File: config.mk
export PLATFORM = sky130hd
export DESIGN_NAME = mips_multicycle_ctrl
export DESIGN_NICKNAME = d
export VERILOG_FILES = /design/src/rtl/mips_multicycle_ctrl.sv
export SDC_FILE = /design/constraint.sdc
export NUM_CORES = 1
export LEC_CHECK = 0
export BUFFER_PORTS_ARGS = -buffer_cell sky130_fd_sc_hd__buf_2
export CAP_MARGIN = 40
export CORE_MARGIN = 1
export CORE_UTILIZATION = 37
export CTS_CLUSTER_DIAMETER = 80
export DETAILED_ROUTE_END_ITERATION = 10
export HOLD_SLACK_MARGIN = 0.1
export PLACE_DENSITY = 0.73
export SLEW_MARGIN = 20
export SYNTH_ARGS = -nofsm -noshare
export SYNTH_HDL_FRONTEND = slang
export SYNTH_SLANG_ARGS = --single-unit
File: constraint.sdc
create_clock -name clk -period 1.85 [get_ports clk]
set_clock_uncertainty 0.15 [all_clocks]
set_input_delay 0.37 -clock clk [delete_from_list [all_inputs] [get_ports clk]]
set_output_delay 0.37 -clock clk [all_outputs]
set_load 0.01 [all_outputs]
File: src/rtl/mips_multicycle_ctrl.sv
// Control FSM for the multicycle MIPS datapath: sequences fetch/decode/execute/
// memory/writeback and drives every mux select, write enable and ALU function code.
module mips_multicycle_ctrl (
    input  logic       clk,
    input  logic       reset_n,
    input  logic [5:0] opcode,
    input  logic [5:0] funct,
    input  logic       zero,
    output logic [2:0] alu_control,
    output logic       alu_src_a,
    output logic [1:0] alu_src_b,
    output logic [1:0] pc_src,
    output logic       pc_en,
    output logic       iord,
    output logic       mem_write,
    output logic       ir_write,
    output logic       reg_dst,
    output logic       mem_to_reg,
    output logic       reg_write,
    output logic       illegal_op,
    output logic [3:0] state
);

    typedef enum logic [3:0] {
        s_fetch  = 4'd0,
        s_decode = 4'd1,
        s_memadr = 4'd2,
        s_memrd  = 4'd3,
        s_memwb  = 4'd4,
        s_memwr  = 4'd5,
        s_exec   = 4'd6,
        s_aluwb  = 4'd7,
        s_branch = 4'd8,
        s_addiex = 4'd9,
        s_addiwb = 4'd10,
        s_jump   = 4'd11
    } state_t;

    localparam logic [5:0] op_rtype = 6'b000000;
    localparam logic [5:0] op_lw    = 6'b100011;
    localparam logic [5:0] op_sw    = 6'b101011;
    localparam logic [5:0] op_beq   = 6'b000100;
    localparam logic [5:0] op_addi  = 6'b001000;
    localparam logic [5:0] op_j     = 6'b000010;

    localparam logic [5:0] fn_add = 6'b100000;
    localparam logic [5:0] fn_sub = 6'b100010;
    localparam logic [5:0] fn_and = 6'b100100;
    localparam logic [5:0] fn_or  = 6'b100101;
    localparam logic [5:0] fn_slt = 6'b101010;

    localparam logic [2:0] alu_add = 3'b010;
    localparam logic [2:0] alu_sub = 3'b110;
    localparam logic [2:0] alu_and = 3'b000;
    localparam logic [2:0] alu_or  = 3'b001;
    localparam logic [2:0] alu_slt = 3'b111;

    state_t state_q;
    state_t state_d;

    logic       funct_ok;
    logic [2:0] funct_alu;

    logic [2:0] alu_control_r;
    logic       alu_src_a_r;
    logic [1:0] alu_src_b_r;
    logic [1:0] pc_src_r;
    logic       pc_write_r;
    logic       branch_r;
    logic       iord_r;
    logic       mem_write_r;
    logic       ir_write_r;
    logic       reg_dst_r;
    logic       mem_to_reg_r;
    logic       reg_write_r;
    logic       illegal_r;

    // R-type function decode; funct_ok gates entry into EXEC so EXEC never sees
    // an unsupported funct.
    always_comb begin
        funct_ok  = 1'b1;
        funct_alu = alu_add;
        case (funct)
            fn_add:  funct_alu = alu_add;
            fn_sub:  funct_alu = alu_sub;
            fn_and:  funct_alu = alu_and;
            fn_or:   funct_alu = alu_or;
            fn_slt:  funct_alu = alu_slt;
            default: funct_ok  = 1'b0;
        endcase
    end

    always_ff @(posedge clk or negedge reset_n) begin
        if (!reset_n) begin
            state_q <= s_fetch;
        end else begin
            state_q <= state_d;
        end
    end

    always_comb begin
        state_d       = s_fetch;
        alu_control_r = alu_add;
        alu_src_a_r   = 1'b0;
        alu_src_b_r   = 2'b00;
        pc_src_r      = 2'b00;
        pc_write_r    = 1'b0;
        branch_r      = 1'b0;
        iord_r        = 1'b0;
        mem_write_r   = 1'b0;
        ir_write_r    = 1'b0;
        reg_dst_r     = 1'b0;
        mem_to_reg_r  = 1'b0;
        reg_write_r   = 1'b0;
        illegal_r     = 1'b0;

        case (state_q)
            s_fetch: begin
                alu_src_b_r = 2'b01;
                ir_write_r  = 1'b1;
                pc_write_r  = 1'b1;
                state_d     = s_decode;
            end
            s_decode: begin
                // Precompute the branch target into ALUOut while decoding.
                alu_src_b_r = 2'b11;
                case (opcode)
                    op_lw, op_sw: state_d = s_memadr;
                    op_beq:       state_d = s_branch;
                    op_addi:      state_d = s_addiex;
                    op_j:         state_d = s_jump;
                    op_rtype: begin
                        if (funct_ok) begin
                            state_d = s_exec;
                        end else begin
                            illegal_r = 1'b1;
                            state_d   = s_fetch;
                        end
                    end
                    default: begin
                        illegal_r = 1'b1;
                        state_d   = s_fetch;
                    end
                endcase
            end
            s_memadr: begin
                alu_src_a_r = 1'b1;
                alu_src_b_r = 2'b10;
                state_d     = (opcode == op_lw) ? s_memrd : s_memwr;
            end
            s_memrd: begin
                iord_r  = 1'b1;
                state_d = s_memwb;
            end
            s_memwb: begin
                mem_to_reg_r = 1'b1;
                reg_write_r  = 1'b1;
                state_d      = s_fetch;
            end
            s_memwr: begin
                iord_r      = 1'b1;
                mem_write_r = 1'b1;
                state_d     = s_fetch;
            end
            s_exec: begin
                alu_src_a_r   = 1'b1;
                alu_src_b_r   = 2'b00;
                alu_control_r = funct_alu;
                state_d       = s_aluwb;
            end
            s_aluwb: begin
                reg_dst_r   = 1'b1;
                reg_write_r = 1'b1;
                state_d     = s_fetch;
            end
            s_branch: begin
                alu_src_a_r   = 1'b1;
                alu_control_r = alu_sub;
                pc_src_r      = 2'b01;
                branch_r      = 1'b1;
                state_d       = s_fetch;
            end
            s_addiex: begin
                alu_src_a_r = 1'b1;
                alu_src_b_r = 2'b10;
                state_d     = s_addiwb;
            end
            s_addiwb: begin
                reg_write_r = 1'b1;
                state_d     = s_fetch;
            end
            s_jump: begin
                pc_src_r   = 2'b10;
                pc_write_r = 1'b1;
                state_d    = s_fetch;
            end
            default: begin
                state_d = s_fetch;
            end
        endcase
    end

    // Enables are gated by reset_n so nothing writes while reset is held,
    // even though the state register already reads FETCH.
    assign pc_en      = reset_n & (pc_write_r | (branch_r & zero));
    assign ir_write   = reset_n & ir_write_r;
    assign mem_write  = reset_n & mem_write_r;
    assign reg_write  = reset_n & reg_write_r;
    assign illegal_op = reset_n & illegal_r;

    assign alu_control = alu_control_r;
    assign alu_src_a   = alu_src_a_r;
    assign alu_src_b   = alu_src_b_r;
    assign pc_src      = pc_src_r;
    assign iord        = iord_r;
    assign reg_dst     = reg_dst_r;
    assign mem_to_reg  = mem_to_reg_r;
    assign state       = state_q;

endmodule
---- Word level (Yosys, flattened, before mapping) ----
Cells that the tools add are included.
cells by class
  eq/ne operators ......................... 21
  muxes and demuxes ....................... 21
  bitwise operators ....................... 7
  reductions and logical operators ........ 10
operators by type and width
  operator                                                          count
  6-bit == test (second input constant)                             7
  4-bit one-hot mux with 6 select lines                             1
  4-bit one-hot mux with 5 select lines                             1
  4-bit by 3-bit == test with 1-bit output (second input constant)  4
  4-bit == test (second input constant)                             4
  1-bit two-way mux                                                 12
  3-bit one-hot mux with 4 select lines                             1
  5-bit OR reduction                                                2
  4-bit by 2-bit == test with 1-bit output (second input constant)  2
  2-bit OR reduction                                                4
  1-bit AND                                                         6
  6-bit by 2-bit == test with 1-bit output (second input constant)  1
  6-bit by 3-bit == test with 1-bit output (second input constant)  1
  6-bit by 4-bit == test with 1-bit output (second input constant)  1
  6-bit zero test                                                   1
  3-bit two-way mux                                                 2
  2-bit one-hot mux with 3 select lines                             1
  3-bit one-hot mux with 2 select lines                             1
  4-bit by 1-bit == test with 1-bit output (second input constant)  1
  4-bit zero test                                                   1
  2-bit one-hot mux with 2 select lines                             1
  4-bit OR reduction                                                1
  3-bit OR reduction                                                1
  1-bit one-hot mux with 2 select lines                             1
  1-bit OR                                                          1
word-level totals
  logic and storage cells ................. 60
  bits of input ports ..................... 15
  output and inout port bits .............. 20
  bits in registers ....................... 4

---- Depth between registers and ports, before layout ----
  depth in word-level cells ............... 7
  mapped depth ............................ 5
  depth with buffers taken out ............ 4

---- Worst setup path before layout ----
OpenSTA, ideal clock, no wires.
  path type ............................... input to output
  start point ............................. input port funct[1]
  end point ............................... output port illegal_op
  buffers on the path ..................... 0
  stages on the path ...................... 4
  setup slack ............................. -204 ps
  arrival ................................. 1534 ps
  cells stage by stage .................... nor2b_1 o221ai_1 nand3_1 a2111oi_0
between the ends
  longest elaborated chain between the ends .. 7
RTL lines
  item                                       line  text
  from (decl)                                7     input logic [5:0] funct,
  6-bit == test                              83    case (funct)
  5-bit OR reduction (no source line) (*)    --
  1-bit two-way mux (*)                      83
  1-bit two-way mux (*)                      133   if (funct_ok) begin
  1-bit one-hot mux with 2 select lines (*)  127   case (opcode)
  1-bit two-way mux (*)                      117   case (state_q)
  1-bit AND (*)                              209   assign illegal_op = reset_n & illegal_r;
  to (decl)                                  20    output logic illegal_op,
Mark *: on every way between the ends. The rest lies on a longest branch, timed or not.

---- Worst setup path after layout ----
  start point ............................. register state_q[1] (netlist: state[1])
  end point ............................... output port alu_control[1]
between the ends
  longest elaborated chain between the ends .. 2
RTL lines
  item                                                                              line  text
  from (decl)                                                                       58    state_t state_q;
  from (signal assigned)                                                            95    state_q <= s_fetch;
  from (signal assigned)                                                            97    state_q <= state_d;
  4-bit == test / 4-bit by 3-bit == test with 1-bit output (equally long branches)  117
  3-bit one-hot mux with 2 select lines (*)                                         117
  to (decl)                                                                         9     output logic [2:0] alu_control,
Marks and branches as above.

==> impl_metrics.env <==
export IMPL_final_cell_mix="buf_2 (32), buf_4 (24), nor3_1 (8)"
export IMPL_slowest_stage="or3b_4"
export IMPL_htree_levels=1
export IMPL_setup_viol=8
export IMPL_ant_nets=0
export IMPL_antenna_found_initial=0
export IMPL_yosys_area_share_simple_pct=36.0
export IMPL_grt_max_degree=10
export IMPL_wl_per_cell_um=12.5
export IMPL_route_vias_total=836
export IMPL_path_cells="or3b_4 > inv_2 > nand3_4 > or2_4 > buf_6"
export IMPL_dieHeight_um=41.4
export IMPL_clkSlewWorstSetupHoldPaths_ns=0.04
export IMPL_place_gp_congestion=0.763
export IMPL_synth_top_area_share_pct=17.5
export IMPL_largest_reg_flops=4
export IMPL_ys_ff_latch=4
export IMPL_diodes=0
export IMPL_max_freq_mhz=481
export IMPL_fillers=98
export IMPL_holdWs_ns=0.407
export IMPL_rows=13
export IMPL_final_util_pct=77.5
export IMPL_dr_pass1_iters=4
export IMPL_violations="negative setup slack"
export IMPL_ys_top_cells_by_area="dfrtp_1 (17%), nor3_1 (8.7%), nor2_1 (5.9%)"
export IMPL_slew_headroom_pct=80.1
export IMPL_synthMuxAreaShare_pct=1.75
export IMPL_port_buffers=34
export IMPL_synth_cell_types=32
export IMPL_avgViaCountPerCell=5.29
export IMPL_io_pins=35
export IMPL_maxCapViolCount=0
export IMPL_cp_start_kind="flop"
export IMPL_clock_latency_ns=0.23
export IMPL_tightest_slew_ns=0.296
export IMPL_die_area_mm2=0.00171
export IMPL_final_max_slew_viol_count=0
export IMPL_final_common_cell="buf_2"
export IMPL_detailed_place_hpwl_mm=1.46
export IMPL_p_leak_nw=0.522
export IMPL_crit_fanout=4
export IMPL_period_share_pct=112
export IMPL_clockBufferDepth=2
export IMPL_area_delta_synth_final_pct=84.7
export IMPL_grt_use_met2_pct=48.8
export IMPL_cts_made_buffers=3
export IMPL_min_path_type="primary input to flop"
export IMPL_grt_overflow_total=0
export IMPL_synth_xor_area_share_pct=4.59
export IMPL_synthAdderAreaFrac_pct=1.97
export IMPL_cp_end_kind="primary output"
export IMPL_stdcell_area_mm2=0.00106
export IMPL_critPathKind="flop to primary output"
export IMPL_cp_required_ns=1.33
export IMPL_cts_root_buf="clkbuf_4"
export IMPL_initial_core_util_pct=41.9
export IMPL_dpl_cell_area_um2=888
export IMPL_busiest_layer="met2"
export IMPL_cts_sinks=4
export IMPL_drt_total_wl_mm=1.97
export IMPL_ir_drop_mv=0.340
export IMPL_p_per_area_mw_per_mm2=680
export IMPL_synth_area_um2=573
export IMPL_yosys_area_top_type="dfrtp_1"
export IMPL_place_ws_ns=-0.212
export IMPL_power_w=0.000720
export IMPL_synth_top_family_by_area="simple AND/OR/NAND/NOR gates"
export IMPL_status="finished, violations left"
export IMPL_drt_iter0_drc=12
export IMPL_grt_use_met1_pct=26.9
export IMPL_grt_pass1_vias=700
export IMPL_drcViolationCount=0
export IMPL_synthesis_nets=100
export IMPL_use_met3_pct=1.60
export IMPL_crit_arrival_ns=1.56
export IMPL_grt_first_pass_wirelength_mm=2.72
export IMPL_slowest_delay_ns=0.41
export IMPL_fin_nets=160
export IMPL_worst_slack_ns=-0.227
export IMPL_fin_crit_ns=2.08
export IMPL_syn_avg_cell_area_um2=6.74
export IMPL_postSynthCellCount=85
export IMPL_rsz0062_at_grt="true"
export IMPL_hold_viol=0
export IMPL_multi_input_area_um2=484
export IMPL_core_area_mm2=0.00137
export IMPL_drive_above_1_share_pct=59.4
export IMPL_seq_area_um2=101
export IMPL_cts_tree="done"
export IMPL_synth_warnings=0
export IMPL_grt_usage_pct=24.1
export IMPL_synth_compound_area_share_pct=25.1
export IMPL_ys_seq_area_share_pct=17.5
export IMPL_die_x_um=41.4
-- kinds of logic after synthesis --
kind of cell / after synthesis
compound gates: 21
xor+xnor: 3
fa+ha+maj: 1
buf+inv: 13
flops: 4
mux: 1
simple gates: 42
-- power breakdown --
part	switching (W)	total (W)	internal (W)
clock	0.0000297	0.000102	0.0000721
sequential	0.0000186	0.000125	0.000106
combinational	0.000258	0.000493	0.000235
total	0.000307	0.000720	0.000413
-- routing by layer --
layer | up-vias | share of wire (%) | routed length, µm
li1 | 418 | - | -
met1 | 387 | 42 | 836
met2 | 29 | 53 | 1050
met3 | 2 | 3.5 | 68
met4 | 0 | 0.71 | 14
met5 | - | 0 | 0
-- cell usage after synthesis --
cell type / instances
nor3_1: 10
nor2_1: 9
nand2_1: 8
inv_1: 6
a21oi_1: 5
nand3_1: 5
dfrtp_1: 4
o21ai_0: 4
buf_2: 3
buf_6: 3
nand2b_1: 3
a31oi_1: 2
nor2b_1: 2
o21bai_1: 2
xnor2_1: 2
a2111oi_0: 1
a21oi_2: 1
a221oi_1: 1
a41o_1: 1
a41oi_1: 1
and2_1: 1
and2b_2: 1
clkbuf_1: 1
maj3_2: 1
mux2i_1: 1
o221a_2: 1
o221ai_1: 1
o22ai_1: 1
or2_2: 1
or3_1: 1
or3b_1: 1
xor2_1: 1
-- what timing repair did --
action,CTS,global route
gates cloned,0,0
resized for setup,13,10
pin swaps,6,6
endpoints found under the setup margin,9,10
hold endpoints to repair,4,0
buffers inserted,3,4
hold buffers,1,0
-- critical path, delay by kind of cell, from the launching register on --
family / cells / cell delay [ns]
simple gates: 3 / 0.73
flops: 1 / 0.40
buf+inv: 2 / 0.20
-- per-stage QoR --
step	TNS, ns	std cells
2_1_floorplan	-0.0218	85
3_3_place_gp	-0.188	148
3_5_place_dp	-0.212	148
4_1_cts	-0.875	155
5_1_grt	-1.68	158
6_report	-1.07	158
-- cell type report --
cell class / count / share of cell area (%)
multi-input cells: 68 / 45.7
repair buffers: 62 / 38.4
flip-flops and latches: 4 / 9.57
inverters: 6 / 2.36
clock buffers: 3 / 2.13
well taps: 15 / 1.77
-- final timing paths --
check | cells past startpoint | endpoint | slack [ns] | start
worst max-delay path | 5 | alu_control[1] | -0.23 | state[1]
worst min-delay path | 5 | state[0] | 0.41 | opcode[2]
worst max register to register | 5 | state[1] | 0.34 | state[1]
worst min register to register | 2 | state[3] | 0.55 | state[2]
max in group asynchronous | 2 | state[2] | 0.94 | reset_n
min in group asynchronous | 2 | state[1] | 0.42 | reset_n
Power figures use the tool's default switching activity.
